<file path="config.mk">
export PLATFORM = sky130hd
export DESIGN_NAME = gin_xbus_fifo
export DESIGN_NICKNAME = d
export VERILOG_FILES = /design/src/rtl/gin_xbus_fifo.sv
export SDC_FILE = /design/constraint.sdc
export NUM_CORES = 2
export LEC_CHECK = 0
export BUFFER_PORTS_ARGS = -buffer_cell sky130_fd_sc_hd__buf_2
export CELL_PAD_IN_SITES_DETAIL_PLACEMENT = 0
export CELL_PAD_IN_SITES_GLOBAL_PLACEMENT = 2
export CORE_ASPECT_RATIO = 1.25
export CORE_MARGIN = 2
export CORE_UTILIZATION = 43
export DETAILED_ROUTE_END_ITERATION = 8
export PLACE_DENSITY_LB_ADDON = 0.08
export SKIP_CTS_REPAIR_TIMING = 1
export SYNTH_ARGS = -nofsm -noshare
export SYNTH_HDL_FRONTEND = slang
export SYNTH_SLANG_ARGS = --single-unit
</file>
<file path="constraint.sdc">
create_clock -name clk -period 7.8 [get_ports clk]
set_clock_uncertainty 0.05 [all_clocks]
set_input_delay 0 -clock clk [delete_from_list [all_inputs] [get_ports clk]]
set_output_delay 0 -clock clk [all_outputs]
set_load 0.005 [all_outputs]
</file>
<file path="src/rtl/gin_xbus_fifo.sv">
// gin_xbus_fifo: tag-routed crossbar input stage with one small FIFO per
// destination column. An input word is pushed atomically into every column
// whose col_id equals its col_tag; words that match no column are dropped
// and counted in a saturating counter.
// Handshake: a transfer happens on a rising edge where valid (enable_in /
// enable_out[i]) and ready (ready_out / ready_in[i]) are both high; valid
// never waits on ready, and ready_out is derived only from registered FIFO
// occupancy, never from the same-cycle ready_in.
// Optional feature: define GIN_XBUS_BCAST_EN to make the all-ones tag a
// broadcast that matches every column.
module gin_xbus_fifo #(
  parameter int DATA_WIDTH     = 64,
  parameter int COL_TAG_WIDTH  = 4,
  parameter int NUM_OF_COLS    = 14,
  parameter int FIFO_DEPTH     = 4,
  parameter int DROP_CNT_WIDTH = 16
) (
  input  logic                      clk,
  input  logic                      reset,
  input  logic [COL_TAG_WIDTH-1:0]  col_tag,
  input  logic [COL_TAG_WIDTH-1:0]  col_id [0:NUM_OF_COLS-1],
  input  logic [DATA_WIDTH-1:0]     data_in,
  input  logic                      enable_in,
  output logic                      ready_out,
  output logic [DATA_WIDTH-1:0]     data_out [0:NUM_OF_COLS-1],
  output logic [0:NUM_OF_COLS-1]    enable_out,
  input  logic [0:NUM_OF_COLS-1]    ready_in,
  output logic [DROP_CNT_WIDTH-1:0] drop_count
);

  localparam int PW = (FIFO_DEPTH > 1) ? $clog2(FIFO_DEPTH) : 1;
  localparam int CW = PW + 1;
  localparam logic [CW-1:0] FULL_CNT = CW'(FIFO_DEPTH);

  logic [DATA_WIDTH-1:0]     mem_q      [NUM_OF_COLS][FIFO_DEPTH];
  logic [PW-1:0]             wr_ptr_q   [NUM_OF_COLS];
  logic [PW-1:0]             wr_ptr_d   [NUM_OF_COLS];
  logic [PW-1:0]             rd_ptr_q   [NUM_OF_COLS];
  logic [PW-1:0]             rd_ptr_d   [NUM_OF_COLS];
  logic [CW-1:0]             count_q    [NUM_OF_COLS];
  logic [CW-1:0]             count_d    [NUM_OF_COLS];
  logic [DROP_CNT_WIDTH-1:0] drop_count_q;
  logic [DROP_CNT_WIDTH-1:0] drop_count_d;
  logic [NUM_OF_COLS-1:0]    match;
  logic [NUM_OF_COLS-1:0]    push;
  logic [NUM_OF_COLS-1:0]    pop;
  logic                      accept;
  logic                      bcast;

  // Column match decode, with optional all-ones broadcast.
  always_comb begin
`ifdef GIN_XBUS_BCAST_EN
    bcast = &col_tag;
`else
    bcast = 1'b0;
`endif
    match = '0;
    for (int i = 0; i < NUM_OF_COLS; i++) begin
      match[i] = bcast || (col_id[i] == col_tag);
    end
  end

  // Aggregate ready: blocked only by a matched column that is already full.
  always_comb begin
    ready_out = 1'b1;
    for (int i = 0; i < NUM_OF_COLS; i++) begin
      if (match[i] && (count_q[i] == FULL_CNT)) ready_out = 1'b0;
    end
    accept = enable_in && ready_out;
  end

  // Per-column push/pop, pointer and occupancy next-state, head-word outputs.
  always_comb begin
    push = '0;
    pop  = '0;
    for (int i = 0; i < NUM_OF_COLS; i++) begin
      push[i]       = accept && match[i];
      pop[i]        = (count_q[i] != '0) && ready_in[i];
      wr_ptr_d[i]   = wr_ptr_q[i] + PW'(push[i]);
      rd_ptr_d[i]   = rd_ptr_q[i] + PW'(pop[i]);
      count_d[i]    = count_q[i];
      if (push[i] && !pop[i]) count_d[i] = count_q[i] + CW'(1);
      if (!push[i] && pop[i]) count_d[i] = count_q[i] - CW'(1);
      enable_out[i] = (count_q[i] != '0);
      data_out[i]   = mem_q[i][rd_ptr_q[i]];
    end
  end

  // Saturating count of accepted words that matched no column.
  always_comb begin
    drop_count_d = drop_count_q;
    if (accept && (match == '0) && (drop_count_q != '1)) begin
      drop_count_d = drop_count_q + DROP_CNT_WIDTH'(1);
    end
  end

  assign drop_count = drop_count_q;

  // Control state: pointers, counts and drop counter, cleared by reset.
  always_ff @(posedge clk) begin
    if (reset) begin
      for (int i = 0; i < NUM_OF_COLS; i++) begin
        wr_ptr_q[i] <= '0;
        rd_ptr_q[i] <= '0;
        count_q[i]  <= '0;
      end
      drop_count_q <= '0;
    end else begin
      for (int i = 0; i < NUM_OF_COLS; i++) begin
        wr_ptr_q[i] <= wr_ptr_d[i];
        rd_ptr_q[i] <= rd_ptr_d[i];
        count_q[i]  <= count_d[i];
      end
      drop_count_q <= drop_count_d;
    end
  end

  // FIFO storage: no reset needed, reset pointers make stale entries invisible.
  always_ff @(posedge clk) begin
    for (int i = 0; i < NUM_OF_COLS; i++) begin
      if (push[i]) mem_q[i][wr_ptr_q[i]] <= data_in;
    end
  end

endmodule

</file>
* Yosys cells after proc, flatten, opt, wreduce, memory -nomap -nowiden
Memories as Yosys holds them, arrays and structs flattened. Index checks and enable logic that the tools add are counted.
Word-level totals: flip-flop bits (word level) 16, bits in writable memories 3682, input port bits 141, output and inout port bits 927, word-level logic and storage cells 518, memories kept 4
Memories:
- mem_q | depth 14, bits a word 256, read ports 14, clocked after memory_dff 0, wr ports 14, line 35 | logic [DATA_WIDTH-1:0] mem_q [NUM_OF_COLS][FIFO_DEPTH];
- count_q | depth 14, bits a word 3, read ports 14, clocked after memory_dff 0, wr ports 14, line 40 | logic [CW-1:0] count_q [NUM_OF_COLS];
- rd_ptr_q | depth 14, bits a word 2, read ports 14, clocked after memory_dff 0, wr ports 14, line 38 | logic [PW-1:0] rd_ptr_q [NUM_OF_COLS];
- wr_ptr_q | depth 14, bits a word 2, read ports 14, clocked after memory_dff 0, wr ports 14, line 36 | logic [PW-1:0] wr_ptr_q [NUM_OF_COLS];
Operators by class: $add $sub $neg 57, order comparisons 42, equal/unequal tests 29, mux-type cells 185, bitwise gates (word level) 70, reduce and logical (&&, ||, !) cells 130
Operator list (number):
- 2-to-1 mux 256 bit | 14
- 2-to-1 mux 64 bit | 42
- binary-select mux 64 bit (select 2 bit) | 14
- demux 64 bit (select 2 bit) | 14
- 2-to-1 mux 3 bit | 42
- logical AND 1 bit | 87
- >= comparator 3 bit, second input constant | 28
- NOT 2 -> 3 bit | 28
- adder 2 x 1 -> 2 bit | 28
- equality test 4 bit | 14
- 2-to-1 mux 2 bit | 28
- adder 3 x 1 -> 3 bit, second input constant | 14
- equality test 3 bit, second input constant | 14
- < comparator 3 x 1 -> 1 bit, second input constant | 14
- OR 1 bit | 42
- nonzero test 3 bit | 14
- subtractor 3 x 1 -> 3 bit, second input constant | 14
- 2-to-1 mux 1 bit | 31
- zero test 1 bit | 28
- adder 16 x 1 -> 16 bit, second input constant | 1
- inequality test 16 bit, second input constant | 1
- zero test 14 bit | 1

* Depth between registers and ports, before layout
An unclocked memory read counts as a cell.
word-level depth 23, mapped depth 15, depth with buffers taken out 12

* Least setup slack after synthesis
OpenSTA, ideal clock, no wires.
path type input port to flip-flop, start point input port col_tag[1], end point memory mem_q[1][896] (netlist name) (enable), library setup time 578 ps, arrival 6716 ps, required time 7172 ps, setup slack 456 ps, cell stages on the path 10, buffers on the path 3, cell sequence buf_4 > buf_12 > xnor2_1 > nand4_2 > o22ai_1 > or4_4 > nor3_1 > buf_2 > nand2_1 > nor3b_1
RTL lines:
- from (decl) | line 20 | input logic [COL_TAG_WIDTH-1:0] col_tag,
- to (decl) | line 35

==> impl_summary.log <==
[metrics] unrepaired setup endpoints after global routing: false
[metrics] Hold Path Class: primary input to flip-flop
[metrics] routed length per instance: 33.0 µm
[metrics] remaining design rule violation count: 0
[metrics] number of antenna violations at the first check in global routing: 54
[metrics] Maximum Capacitance Violations: 0
[metrics] critical path data arrival time: 4.71 ns
[metrics] number of synthesis warnings: 0
[metrics] starting density of the core: 43.1%
[metrics] weighted congestion at the end of routability-driven global placement: 0.811
[metrics] top-level I/O count: 1068
[metrics] CTS Root Cell: clkbuf_16
[metrics] DRT antenna net count: 0
[metrics] post-synthesis register bit count: 3698
[metrics] number of iterations in the first detailed-routing pass: 6
[metrics] die span in x: 506 µm
[metrics] buffers added on ports: 1067
[metrics] kind of launch point of the worst setup path: flip-flop
[metrics] Synth Net Count: approximately 5700
[metrics] Final Hold Violating Endpoints: 0
[metrics] Syn-to-layout area delta: 17.7%
[metrics] ordered list of cells on the worst path: inv_1, nand3_1, o22ai_1, or4_4, or3_1, buf_4, or3_1, nor2_4, buf_4
[metrics] wire length of the first global-routing pass: 519000 µm
[metrics] outcome: finished, final reports clean
[metrics] clock buffer depth: 4
[metrics] Synth top area share: 79.5%
[metrics] Worst-path clk slew: 0.06 ns
[metrics] worst hold-check slack: 0.0103 ns
[metrics] setup TNS: 0 ns
[metrics] vias after detailed routing: around 63000
[metrics] DRC violation total after the first TritonRoute iteration: 6120
[metrics] Max Freq: 0.235 GHz
[metrics] Overall Global Routing Usage: between 20% and 30%
[metrics] share of the cycle needed by the critical path after routing: approximately 55%
[metrics] total die area: 319000 µm²
[metrics] residual overflow from global routing: 0
[metrics] clock latency on the worst-skew pair: roughly 0.87 ns
[metrics] Seq/Total Area, Yosys: about four fifths
[metrics] Syn Std Cell Area: ~140000 µm²
[metrics] static leakage: 50.6 nW
[metrics] Min-Delay Startpoint: col_id[39]
[metrics] maximum fanout count along the critical path: 30
[metrics] Max stage delay cell, worst path: nor2_4
[metrics] Distinct cells, synth: 47
[metrics] cell taking the most area after synthesis: edfxtp_1
[metrics] Final HPWL DP: about 240000 µm
[metrics] Die Ht: about 630 µm
[metrics] H-tree lvl count: 5
[metrics] critical path required time: 8.25 ns
[metrics] overall routed net length: 376000 µm
[metrics] worst vdd ir: 0.186 mV
[metrics] Critical Path Sink Type: flip-flop
[metrics] Clock Sinks: 3698
[metrics] ratio of cells with drive above 1 in the final layout: about two fifths
[metrics] Slowest Stage Delay on Critical Path: 0.78 ns
[metrics] Final Max Slew Viols: 0
[metrics] slew margin rel.: between 20% and 30%
[metrics] number of nets at the end of the flow: roughly 7100
[metrics] kind of critical path: flip-flop to flip-flop
[metrics] cells taking the most area after synthesis: edfxtp_1, mux4_2, dfxtp_1, xnor2_1, ha_1
[metrics] startpoint of the worst-slack reg-to-reg timing path: count_q[1][12]
[metrics] Pwr per Cell Area: between 200 and 300 nW/µm²
[metrics] largest net degree at the start of global routing: 77
[metrics] start point of the critical path: count_q[1][12]
[metrics] number of flops mapped to enable cells by yosys: between 3000 and 4000
[metrics] TritonCTS clock tree: done
[metrics] placement row count: 230
[metrics] average vias per placed instance: 5.55
[metrics] number of instances in the synthesized netlist: ~5500
[metrics] final number of setup-violating endpoints: 0
[metrics] number of global-route vias before repair: roughly 64000
[metrics] Avg Inst Size Synth: 24.8 µm²
[metrics] Final min period: ~4.3 ns
[metrics] flip-flop cell with the highest count after synthesis: edfxtp_1
[metrics] overall power: slightly above 40 mW
[metrics] Async S/R FF share, synth: 0%
[metrics] cts bufs inserted: 372
[metrics] Worst Max-Slew Pin Slew: 1.17 ns
[metrics] Std-Cell Core Area: 314000 µm²
metal layers:
layer / wire (µm) / track usage, % / part of all wire, % / vias to the layer above
met3: 28000 / 5.38 / 7.4 / 426
met1: 150000 / 30.9 / 40 / 34600
met5: 14 / 0 / 0.0037 / -
met4: 12100 / 7.03 / 3.2 / 2
met2: 186000 / 38.2 / 50 / 2217
li1: - / - / - / 26100
worst max-delay path, delay by kind of cell, from the launching register on:
family | cells | cell delay [ns]
AOI/OAI and AO/OA | 1 | 0.09
buffers and inverters | 3 | 0.94
DFF | 1 | 0.37
and+or+nand+nor | 5 | 2.39
synth_stat cells (38+ instances only):
library cell,count
edfxtp_1,3584
or3_1,38
ha_1,43
xnor2_1,72
clkbuf_1,76
buf_1,136
dfxtp_1,114
mux4_2,896
inv_1,77
xor2_1,40
nor2_1,99
nor2b_1,38
kinds of logic (layout without fill, tap and decap cells):
| logic type | Yosys count | count (layout) | synth area share [%] |
|---|---|---|---|
| and+or+nand+nor | 320 | 320 | 1.27 |
| other | 0 | 5 | 0 |
| AOI/OAI and AO/OA | 59 | 59 | 0.252 |
| DFF | 3698 | 3698 | 81.2 |
| muxes | 907 | 907 | 15.0 |
| buffers and inverters | 300 | 2080 | 0.912 |
| xor gates and xnor gates | 112 | 112 | 0.725 |
| adders and majority gates | 57 | 57 | 0.605 |
path summary, 6_finish.rpt:
| path | end | slack (ns) | depth (start not counted) |
|---|---|---|---|
| max | mem_q[0][1878] | 3.54 | 9 |
| min | mem_q[0][1139] | 0.01 | 5 |
| max reg2reg | mem_q[0][1878] | 3.54 | 9 |
| min reg2reg | count_q[1][2] | 0.45 | 2 |
cell usage in the layout, fill, tap and decap left out, types with 31 or more instances in the layout:
cell type	count
a21oi_1	31
buf_2	1064
buf_4	193
clkbuf_1	74
clkbuf_16	379
clkinv_1	70
clkinv_2	75
dfxtp_1	86
dlygate4sd3_1	83
edfxtp_1	3584
ha_1	43
inv_1	77
mux4_2	896
nor2_1	83
nor2b_1	38
or3_1	38
xnor2_1	72
xor2_1	40
layout make-up:
| class | instances | area [µm²] |
|---|---|---|
| Timing Repair Buffer | 1341 | 7620 |
| Fill cell | 25000 | 154000 |
| Multi-Input combinational cell | 1455 | 24500 |
| Sequential cell | 3698 | 110000 |
| Inverter | 77 | 289 |
| Clock buffer | 460 | 9860 |
| Clock inverter | 202 | 1760 |
| Tap cell | 4176 | 5230 |
| Antenna cell | 5 | 12.5 |
per-stage QoR:
| stage | setup WS (ns) | instance area (µm²) | util (%) | std cells |
|---|---|---|---|---|
| final | 3.54 | 159000 | 50.8 | 11400 |
| after global routing | 3.30 | 159000 | 50.8 | 11400 |
| after CTS | 3.40 | 158000 | 50.5 | 11300 |
| after detailed placement | 2.95 | 147000 | 46.8 | 10700 |
| after global placement | 3.05 | 147000 | 46.8 | 10700 |
| after floorplan | 0.456 | 135000 | - | 5453 |
report_power, final:
| part | switching, mW | internal, mW |
|---|---|---|
| combinational | 1.23 | 0.756 |
| clock | 7.40 | 9.86 |
| sequential | 0.127 | 21.9 |
flip-flops by register name, indices dropped and copies added, names as in the netlist:
signal,cells
wr_ptr_q,28
count_q,42
mem_q,3584
rd_ptr_q,28
drop_count,16
No activity file was read; power rests on OpenSTA's default activity.
